<file path="src/rtl/instr_issue_ctrl.sv">
// instr_issue_ctrl: host-facing instruction FIFO feeding a processor one word
// at a time. Each word is held on iin for HOLD cycles, or less if the
// processor raises done. proc_resetn is kept low for RST_CYCLES edges after
// reset releases.
module instr_issue_ctrl #(
  parameter int DEPTH      = 4,
  parameter int HOLD       = 4,
  parameter int RST_CYCLES = 2
) (
  input  logic                     clock,
  input  logic                     reset,
  input  logic [15:0]              in_data,
  input  logic                     in_valid,
  output logic                     in_ready,
  input  logic                     done,
  output logic [15:0]              iin,
  output logic                     issue,
  output logic                     proc_resetn,
  output logic                     busy,
  output logic [$clog2(DEPTH):0]   count
);

  localparam int AW = $clog2(DEPTH);
  localparam int CW = AW + 1;
  localparam int HW = (HOLD > 1) ? $clog2(HOLD) : 1;
  localparam int RW = (RST_CYCLES > 1) ? $clog2(RST_CYCLES) : 1;

  localparam logic [1:0] ST_RST_HOLD = 2'd0;
  localparam logic [1:0] ST_IDLE     = 2'd1;
  localparam logic [1:0] ST_EXEC     = 2'd2;

  logic [1:0]    state_q, state_d;
  logic [RW-1:0] rst_cnt_q, rst_cnt_d;
  logic [HW-1:0] hold_cnt_q, hold_cnt_d;
  logic [15:0]   iin_q, iin_d;
  logic          issue_q, issue_d;
  logic [AW-1:0] wptr_q, wptr_d;
  logic [AW-1:0] rptr_q, rptr_d;
  logic [CW-1:0] count_q, count_d;
  logic [15:0]   mem_q [DEPTH];

  logic push;
  logic pop;

  // Full FIFO refuses pushes even when a pop frees a slot on the same edge.
  assign in_ready = !reset && (count_q < CW'(DEPTH));
  assign push     = in_valid && in_ready;

  // Sequencer: reset hold, idle wait, and back-to-back issue with hold timer.
  always_comb begin
    state_d    = state_q;
    rst_cnt_d  = rst_cnt_q;
    hold_cnt_d = hold_cnt_q;
    iin_d      = iin_q;
    issue_d    = 1'b0;
    pop        = 1'b0;
    case (state_q)
      ST_RST_HOLD: begin
        if (rst_cnt_q == RW'(RST_CYCLES - 1)) begin
          state_d   = ST_IDLE;
          rst_cnt_d = '0;
        end else begin
          rst_cnt_d = rst_cnt_q + 1'b1;
        end
      end
      ST_IDLE: begin
        // Only words already stored may pop; no same-edge bypass.
        if (count_q != '0) pop = 1'b1;
      end
      ST_EXEC: begin
        if (hold_cnt_q == '0 || done) begin
          if (count_q != '0) pop = 1'b1;
          else               state_d = ST_IDLE;
        end else begin
          hold_cnt_d = hold_cnt_q - 1'b1;
        end
      end
      default: state_d = ST_RST_HOLD;
    endcase
    if (pop) begin
      iin_d      = mem_q[rptr_q];
      hold_cnt_d = HW'(HOLD - 1);
      issue_d    = 1'b1;
      state_d    = ST_EXEC;
    end
  end

  // FIFO pointer and occupancy bookkeeping; pointers wrap naturally.
  always_comb begin
    wptr_d  = push ? wptr_q + 1'b1 : wptr_q;
    rptr_d  = pop  ? rptr_q + 1'b1 : rptr_q;
    count_d = count_q;
    case ({push, pop})
      2'b10:   count_d = count_q + 1'b1;
      2'b01:   count_d = count_q - 1'b1;
      default: count_d = count_q;
    endcase
  end

  // Control state with asynchronous flush.
  always_ff @(posedge clock or posedge reset) begin
    if (reset) begin
      state_q    <= ST_RST_HOLD;
      rst_cnt_q  <= '0;
      hold_cnt_q <= '0;
      iin_q      <= 16'h0000;
      issue_q    <= 1'b0;
      wptr_q     <= '0;
      rptr_q     <= '0;
      count_q    <= '0;
    end else begin
      state_q    <= state_d;
      rst_cnt_q  <= rst_cnt_d;
      hold_cnt_q <= hold_cnt_d;
      iin_q      <= iin_d;
      issue_q    <= issue_d;
      wptr_q     <= wptr_d;
      rptr_q     <= rptr_d;
      count_q    <= count_d;
    end
  end

  // Storage array; contents are don't-care once the pointers are flushed.
  always_ff @(posedge clock) begin
    if (push) mem_q[wptr_q] <= in_data;
  end

  assign iin         = iin_q;
  assign issue       = issue_q;
  assign busy        = (state_q == ST_EXEC);
  assign proc_resetn = (state_q != ST_RST_HOLD);
  assign count       = count_q;

endmodule

</file>
<file path="config.mk">
export PLATFORM = sky130hd
export DESIGN_NAME = instr_issue_ctrl
export DESIGN_NICKNAME = d
export VERILOG_FILES = /design/src/rtl/instr_issue_ctrl.sv
export SDC_FILE = /design/constraint.sdc
export NUM_CORES = 1
export LEC_CHECK = 0
export CAP_MARGIN = 40
export CORE_MARGIN = 2
export CORE_UTILIZATION = 55
export DETAILED_ROUTE_END_ITERATION = 12
export HOLD_SLACK_MARGIN = 0.08
export MAX_ROUTING_LAYER = met4
export PLACE_DENSITY_LB_ADDON = 0.08
export SETUP_SLACK_MARGIN = 0.05
export SYNTH_ARGS = -nofsm -noshare
export SYNTH_HDL_FRONTEND = slang
export SYNTH_SLANG_ARGS = --single-unit
</file>
<file path="constraint.sdc">
create_clock -name clock -period 2.71 [get_ports clock]
set_clock_uncertainty 0.2 [all_clocks]
set_input_delay 0.271 -clock clock [delete_from_list [all_inputs] [get_ports clock]]
set_output_delay 0.271 -clock clock [all_outputs]
set_load 0.02 [all_outputs]
</file>
# == After elaboration in Yosys (flattened, before gate mapping) ==
# Memories as Yosys holds them, arrays and structs flattened. A register that Yosys moved wholly into a read port is not among the register bits.
# Cells that the tools add are included.
# classes
add_sub_neg,6
order_cmp,1
eq_ne,9
mux,16
reduce_logical,12
# ops
operator,count
$mux 2,7
$mux 1,6
$ne 3x3->1 const B,2
$pmux 2 s3,1
$pmux 3 s2,1
$reduce_bool 2->1,3
$add 2x1->2 const B,2
$eq 2x1->1 const B,2
$eq 2x2->1 const B,2
$logic_not 2->1,2
$ne 2x2->1 const B,2
$reduce_and 4->1,1
$add 3x1->3 const B,1
$lt 3x3->1 const B,1
$ne 3x1->1 const B,1
$reduce_bool 3->1,1
$sub 3x1->3 const B,1
$logic_and 1x1->1,2
$pmux 1 s2,1
$reduce_and 2->1,1
$sub 2x1->2 const B,1
$add 1x1->1 const B,1
$logic_not 1->1,1
$logic_or 1x1->1,1
# word_totals
ff_bits,13
ramBits,64
out_inout_bits,23
mem_count,1
# memory_table
name,depth,width,read_ports,rd_ports_with_merged_regs,wr,line,rtl
mem_q,4,16,1,1,1,40,logic [15:0] mem_q [DEPTH];

# == Depth between registers and ports, before layout ==
# Gate-level depths: netlist (run 1).
# logic_depth
depth_word,6
depth_mapped,12
depth_no_buf,11

# == Least setup slack after synthesis (run 1) ==
# No wires, ideal clock.
# synth_path
kind,reg-to-reg
from,reg state_q[0]
to,reg count_q[2] (netlist: count[2])
setup_ns,0.080
arrival_ns,2.248
setup_slack_ns,0.183
stages_incl_launch_ff,13
period_less_slack_ns,2.527
cell_sequence,dfrtp_1 inv_1 ha_1 o21a_1 o21ai_2 buf_2 inv_1 ha_1 inv_1 fa_1 xor2_1 nor2_1 xor2_1
# synth_via
elab_chain_len,4
elab_cells_between_ends,7
classes_between,4 x eq/ne; 2 x mux; 1 x reduce/logical
# synth_lines
item,line,rtl
from (decl),32,"logic [1:0] state_q, state_d;"
from (signal assigned),112,state_q <= state_d;
$eq 2x2->1 (*),--,
named net busy,19,"output logic busy,"
$pmux 1 s2 (*),57,case (state_q)
$eq 2x1->1 / $eq 2x2->1 (equally long branches),93,"case ({push, pop})"
$pmux 3 s2 / $reduce_bool 2->1 (equally long branches),--,
to (signal assigned),119,count_q <= count_d;
to (decl),39,"logic [CW-1:0] count_q, count_d;"
# The timed path passes the listed nets; every way through them passes the cells marked *.
# A chain may end at the register's enable or synchronous reset.

# == Final worst setup path (run 1) ==
# layout_path
from,reg state_q[0]
to,reg count_q[2] (netlist: count[2])
# layout_via
elab_chain_len,4
elab_cells_between_ends,7
classes_between,4 x eq/ne; 2 x mux; 1 x reduce/logical
# layout_lines
item,line
$eq 2x2->1 / $eq 2x1->1 (equally long branches),57
$pmux 1 s2 (*),57
$eq 2x1->1 / $eq 2x2->1 (equally long branches),93
$pmux 3 s2 / $reduce_bool 2->1 (equally long branches),--
# Every way passes the cells marked *; elsewhere a longest branch is shown, timed or not.

==> results.ini, run 1 <==
[power_and_ir_drop]
intPower_w=0.00322
p_clk_share_pct=19.2
p_sw_w=0.00147
peakVddDrop_uv=573
seq_power_share_pct=44.0
p_leak_nw=1.66
swShare_pct=31.3
pwr_density_cell_mw_per_mm2=1070
combPwrFrac_pct=36.8
finalPower_w=0.00469

[synthesis]
syn-num-nets=215
synth_top_area_cell=edfxtp_1
postSynth.asyncResetShare_pct=31.2
synth_area_sq_mm=0.00367
yosys.area_share.simple_pct=1.81
synth_top_family_by_area=multiplexers
yosysWarnings=0
synth_commonest_cells=64 x edfxtp_1, 29 x dfrtp_1, 17 x mux2_2
synth-edff-count=64
synth_compound_area_share_pct=1.98
yosysSeqAreaShare_pct=72.1
yosys-mux-area-fraction_pct=15.8
ys_top_cells_by_area=edfxtp_1 52%, dfrtp_1 20%, mux4_2 6.7%, mux2_2 5.2%, mux4_1 3.6%
synth_xor_xnor_area_share_pct=1.91
synth-main-ff-cell=edfxtp_1
synth_top_area_share_pct=52.3
ys_types=28
ys_ff_latch=93
synthAdderAreaFrac_pct=3.61
synth_area_per_cell_sq_um=19.9
synthMostInstantiatedCell=edfxtp_1
syn_inst=185

[cts]
cts_max_path_buffers=2
cts_tree=done
worstSkewPairLatency_ns=0.35
cts_resized=0
cts_setup_buffers=0
cts_buffers=9
cts.clk_slew.worst_paths_ns=0.09
htree_levels=3
ctsHoldBuffers=0
numClockSinks=93
ctsRootBufferMaster=clkbuf_8

[floorplanning]
die_y_um=85.7
num_rows=29
start_util_pct=57.2
pin_count=43
die_area_sq_mm=0.00735
die_x_um=85.7
core-area_sq_mm=0.00642

[outcome]
violations=design-rule violations
outcome=finished with violations

[sta]
setup_violations=0
finalMaxSlewViolations=0
finalHoldViolations=0
slew_headroom_pct=45.5
max_freq_mhz=422
tightest_slew_ns=0.817
finalSetupTns_ns=0
finalCriticalPeriod_ns=2.37
rsz0062_at_grt=no
timing.final.crit_share_pct=87.4

[critical_path]
crit_arrival_ns=2.45
crit_path_end_kind=flop
cp-start-kind=flop
critPathRequiredTime_ns=2.79
crit_path_max_fanout=6
critPathKind=flop to flop

[cells_and_area]
syn_to_final_growth_pct=19.9
n_antenna_cell=0
layout.nets=269
final_util_pct=68.6
final_cells=321
num-fill-cells=431
design_area_sq_mm=0.00440
drive_gt1_share_pct=21.7

[routing]
drt_wl_total_um=6160
vias_per_cell=5.60
antenna_left=0
drt_iter0_drc=77
firstDrtPassIters=10
wl_per_cell_um=19.2
vias=1798
post-route-drc-count=1

[global_route]
grt_pass1_vias=1939
grt_pass1_wl_um=10000
grt_start_max_net_pins=22
track_usage_pct=19.5
antenna_found_initial=0
grt-ovfl-total=0

[job]
cap_violations=0

[place]
hpwlAfterDp_um=4020
io_buffers=42
dpl_cell_area_sq_mm=0.00420
dp.cells=305
place_congestion=0.798

[hold_path]
holdCritPathClass=input pin to async pin

[per-stage QoR]
step | worst slack, ns | hold slack (ns)
finish | 0.340 | 0.102
CTS | 0.338 | 0.103
floorplan | 0.183 | 0.149
detailed placement | 0.319 | 0.277
global route | 0.191 | 0.136
global placement | 0.377 | 0.253
[path summary, 6_finish.rpt]
path	from	to	slack [ns]	cells after the start
max in group asynchronous	reset	iin[14]	1.54	3
min in group clock	rst_cnt_q	rst_cnt_q	0.31	1
min	reset	count[2]	0.10	2
min reg2reg	rst_cnt_q	rst_cnt_q	0.31	1
max	state_q[0]	count[2]	0.34	11
max reg2reg	state_q[0]	count[2]	0.34	11
[area by class of cell]
type | instances | area [sq um] | area share [%]
sequential | 93 | 2650 | 60.1
tap | 77 | 96.3 | 2.19
clock inverter | 6 | 61.3 | 1.39
timing repair buffer | 49 | 485 | 11.0
multi-input combinational | 72 | 922 | 20.9
inverter | 14 | 52.6 | 1.19
clock buffer | 10 | 138 | 3.13
[cells by family (layout without fill, tap and decap cells)]
| group | Yosys count | count (layout) |
|---|---|---|
| AO/OA/AOI/OAI | 9 | 9 |
| adder cells (fa/ha/maj) | 10 | 10 |
| AND/OR/NAND/NOR | 11 | 11 |
| XOR/XNOR | 8 | 8 |
| buffers and inverters | 20 | 79 |
| multiplexers | 34 | 34 |
| flip-flops | 93 | 93 |
[critical path: stages, from the launching register on]
cell and delay, ns:
dfrtp_1 0.41, inv_1 0.10, ha_1 0.26, o21a_1 0.19, o21ai_2 0.06, inv_1 0.08, ha_1 0.18, inv_1 0.06
fa_1 0.37, xor2_1 0.15, nor2_1 0.11, xor2_1 0.14
[power by group through the flow]
stage / combinational (W) / clock [W] / sequential (W)
finish: 0.00173 / 0.000901 / 0.00206
global placement: 0.00168 / 0 / 0.00207
detailed placement: 0.00175 / 0 / 0.00210
global route: 0.00187 / 0.000994 / 0.00210
floorplan: 0.00105 / 0 / 0.00217
CTS: 0.00175 / 0.000932 / 0.00207
[cell usage in the layout, fill, tap and decap left out, drive strengths merged]
| master | synthesis | final |
|---|---|---|
| ha | 9 | 9 |
| clkinvlp | 0 | 1 |
| nor2 | 2 | 2 |
| inv | 14 | 15 |
| nor3b | 1 | 1 |
| clkbuf | 0 | 10 |
| or3 | 1 | 1 |
| o211a | 1 | 1 |
| and2 | 1 | 1 |
| or4b | 1 | 1 |
| mux4 | 16 | 16 |
| edfxtp | 64 | 64 |
| clkinv | 0 | 3 |
| o21ai | 2 | 2 |
| o211ai | 2 | 2 |
| fa | 1 | 1 |
| bufinv | 0 | 1 |
| clkdlybuf4s50 | 0 | 42 |
| dfrtp | 29 | 29 |
| o21a | 1 | 1 |
| xnor2 | 5 | 5 |
| o31a | 2 | 2 |
| buf | 6 | 7 |
| mux2i | 1 | 1 |
| xor2 | 3 | 3 |
| nand2 | 1 | 1 |
| mux2 | 17 | 17 |
| a2111oi | 1 | 1 |
| and3 | 4 | 4 |
[sequential cells by signal, summed over array words and instances, names as in the netlist]
name / flops
iin: 16
rst_cnt_q: 1
count: 3
state_q: 2
mem_q: 64
rptr_q: 2
wptr_q: 2
issue: 1
hold_cnt_q: 2
[routing by layer]
metal  track usage (%)  routed length, um  part of all wire [%]  vias up
met5                 -                  0                     0        -
met4              6.35                 82                   1.3        0
met3              5.58                208                   3.4        9
met2              31.9               3340                    54       39
met1              23.6               2530                    41      932
li1                  -                  -                     -      818
(Power assumes the default switching activity.)
==> inputs of run 2 (changes only) <==
--- a/config.mk
+++ b/config.mk
@@ -7,7 +7,7 @@
 export LEC_CHECK = 0
 export CAP_MARGIN = 40
 export CORE_MARGIN = 2
-export CORE_UTILIZATION = 55
+export CORE_UTILIZATION = 50
 export DETAILED_ROUTE_END_ITERATION = 12
 export HOLD_SLACK_MARGIN = 0.08
 export MAX_ROUTING_LAYER = met4
==> constraint.sdc (replaced) <==
create_clock -name clock -period 2.01 [get_ports clock]
set_clock_uncertainty 0.2 [all_clocks]
set_input_delay 0.201 -clock clock [delete_from_list [all_inputs] [get_ports clock]]
set_output_delay 0.201 -clock clock [all_outputs]
set_load 0.02 [all_outputs]
==> run 2 against run 1 <==
Net effect: first-iteration DRC count down 25%; final area up 6.5%; worst hold slack worse by 0.00078 ns; die area up 9.5%; sequential share of layout area down 3.6 points; highest routed layer unchanged; combinational power up 61%; the run ends with negative setup slack left; setup slack worse by 0.52 ns; critical path type unchanged.
==> results.ini, run 2 (synthesis results as in run 1) <==
[global_route]
grt-ovfl-total=0
grt_pass1_wl_um=10300
grt_pass1_vias=2065
grt_start_max_net_pins=30
track_usage_pct=17.4
antenna_found_initial=0

[cts]
htree_levels=3
cts_tree=done
cts.clk_slew.worst_paths_ns=0.08
ctsRootBufferMaster=clkbuf_8
worstSkewPairLatency_ns=0.34
numClockSinks=93
cts_max_path_buffers=2
cts_buffers=9

[power_and_ir_drop]
pwr_density_cell_mw_per_mm2=1440
swShare_pct=30.2
peakVddDrop_uv=637
combPwrFrac_pct=41.2
p_sw_w=0.00204
p_leak_nw=1.77
seq_power_share_pct=39.8
p_clk_share_pct=19.0
intPower_w=0.00471

[cells_and_area]
design_area_sq_mm=0.00469
layout.nets=286
final_util_pct=65.3
layout_common_cells=64 x edfxtp_1, 39 x clkdlybuf4s50_1, 29 x dfrtp_1
n_antenna_cell=0
syn_to_final_growth_pct=27.6
layout_commonest_cell=edfxtp_1
final_cells=360
top_register=mem_q
drive_gt1_share_pct=30.3
largest_register_ffs=64

[routing]
firstDrtPassIters=4
drt_iter0_drc=58
vias=1845
post-route-drc-count=0
drt_wl_total_um=6250
vias_per_cell=5.13
antenna_left=0
wl_per_cell_um=17.4

[job]
cap_violations=0

[floorplanning]
die_x_um=89.7
start_util_pct=51.2
die_y_um=89.7
die_area_sq_mm=0.00805
pin_count=43
core-area_sq_mm=0.00718
num_rows=31

[sta]
tightest_slew_ns=0.406
finalMaxSlewViolations=0
slew_headroom_pct=72.9
rsz0062_at_grt=yes
timing.final.crit_share_pct=109
worst_slack_ns=-0.178
finalCriticalPeriod_ns=2.19
finalHoldViolations=0
max_freq_mhz=457
setup_violations=18

[critical_path]
crit_arrival_ns=2.25
critPathRequiredTime_ns=2.07
cp-start-kind=flop
critPathKind=flop to flop
crit_path_max_fanout=2
crit_path_end_kind=flop
rrSetupSlack_ns=-0.18

[place]
hpwlAfterDp_um=4050
dp.cells=343
dpl_cell_area_sq_mm=0.00445
place_congestion=0.826
io_buffers=42

[outcome]
violations=negative setup slack
outcome=finished with violations

[hold_path]
holdCritPathClass=input pin to async pin

## run 2: power groups by stage
| stage | Combinational, W | Clock (W) | Sequential [W] |
|---|---|---|---|
| after detailed placement | 0.00278 | 0 | 0.00273 |
| after CTS | 0.00284 | 0.00132 | 0.00269 |
| after floorplan | 0.00149 | 0 | 0.00293 |
| after global placement | 0.00266 | 0 | 0.00271 |
| after global routing | 0.00302 | 0.00140 | 0.00274 |
| final | 0.00278 | 0.00128 | 0.00269 |
## run 2: final cells by class
class	count	area (sq um)
flip-flops and latches	93	2650
clock buffers	12	135
inverters	14	55.1
multi-input cells	72	981
fillers	521	2490
repair buffers	66	672
well taps	99	124
clock inverters	4	72.6
## run 2: what timing repair did
item,CTS,global route
resized for setup,7,1
pin swaps,2,1
endpoints found under the setup margin,23,20
buffers inserted,1,0
hold buffers,0,0
## run 2: through the flow
stage / setup TNS (ns) / total power [W] / worst slack, ns / hold WS, ns
after CTS: -1.09 / 0.00685 / -0.201 / 0.0987
after global routing: -2.44 / 0.00716 / -0.303 / 0.142
after detailed placement: -1.66 / 0.00551 / -0.242 / 0.256
final: -0.941 / 0.00675 / -0.178 / 0.101
after floorplan: -0.375 / 0.00442 / -0.243 / 0.0791
after global placement: -1.33 / 0.00538 / -0.142 / 0.254
## run 2: layer usage
layer  part of all wire, %  vias to the layer above  wire length (um)  track usage, %
met1                    42                      958              2600            20.0
met2                    55                       33              3430            31.1
met4                  0.27                        0                17            4.23
met3                   3.2                        2               200            4.11
met5                     0                        -                 0               -
li1                      -                      852                 -               -
## run 2: worst max-delay path: stages (launching register included)
cell and delay (ns):
dfrtp_1 0.38, inv_2 0.07, ha_4 0.26, o31a_1 0.16, o21ai_2 0.09, inv_4 0.07, ha_4 0.12, inv_2 0.03
fa_2 0.33, xor2_1 0.14, nor2_1 0.11, xor2_1 0.16
## run 2: final timing paths
path                            startpoint         end  depth (start not counted)
worst max-delay path            state_q[1]    count[2]                         11
worst min-delay path                 reset    count[2]                          3
worst max register to register  state_q[1]    count[2]                         11
worst min register to register   rst_cnt_q   rst_cnt_q                          1
max in group asynchronous            reset  state_q[0]                          3
min in group clock               rst_cnt_q   rst_cnt_q                          1
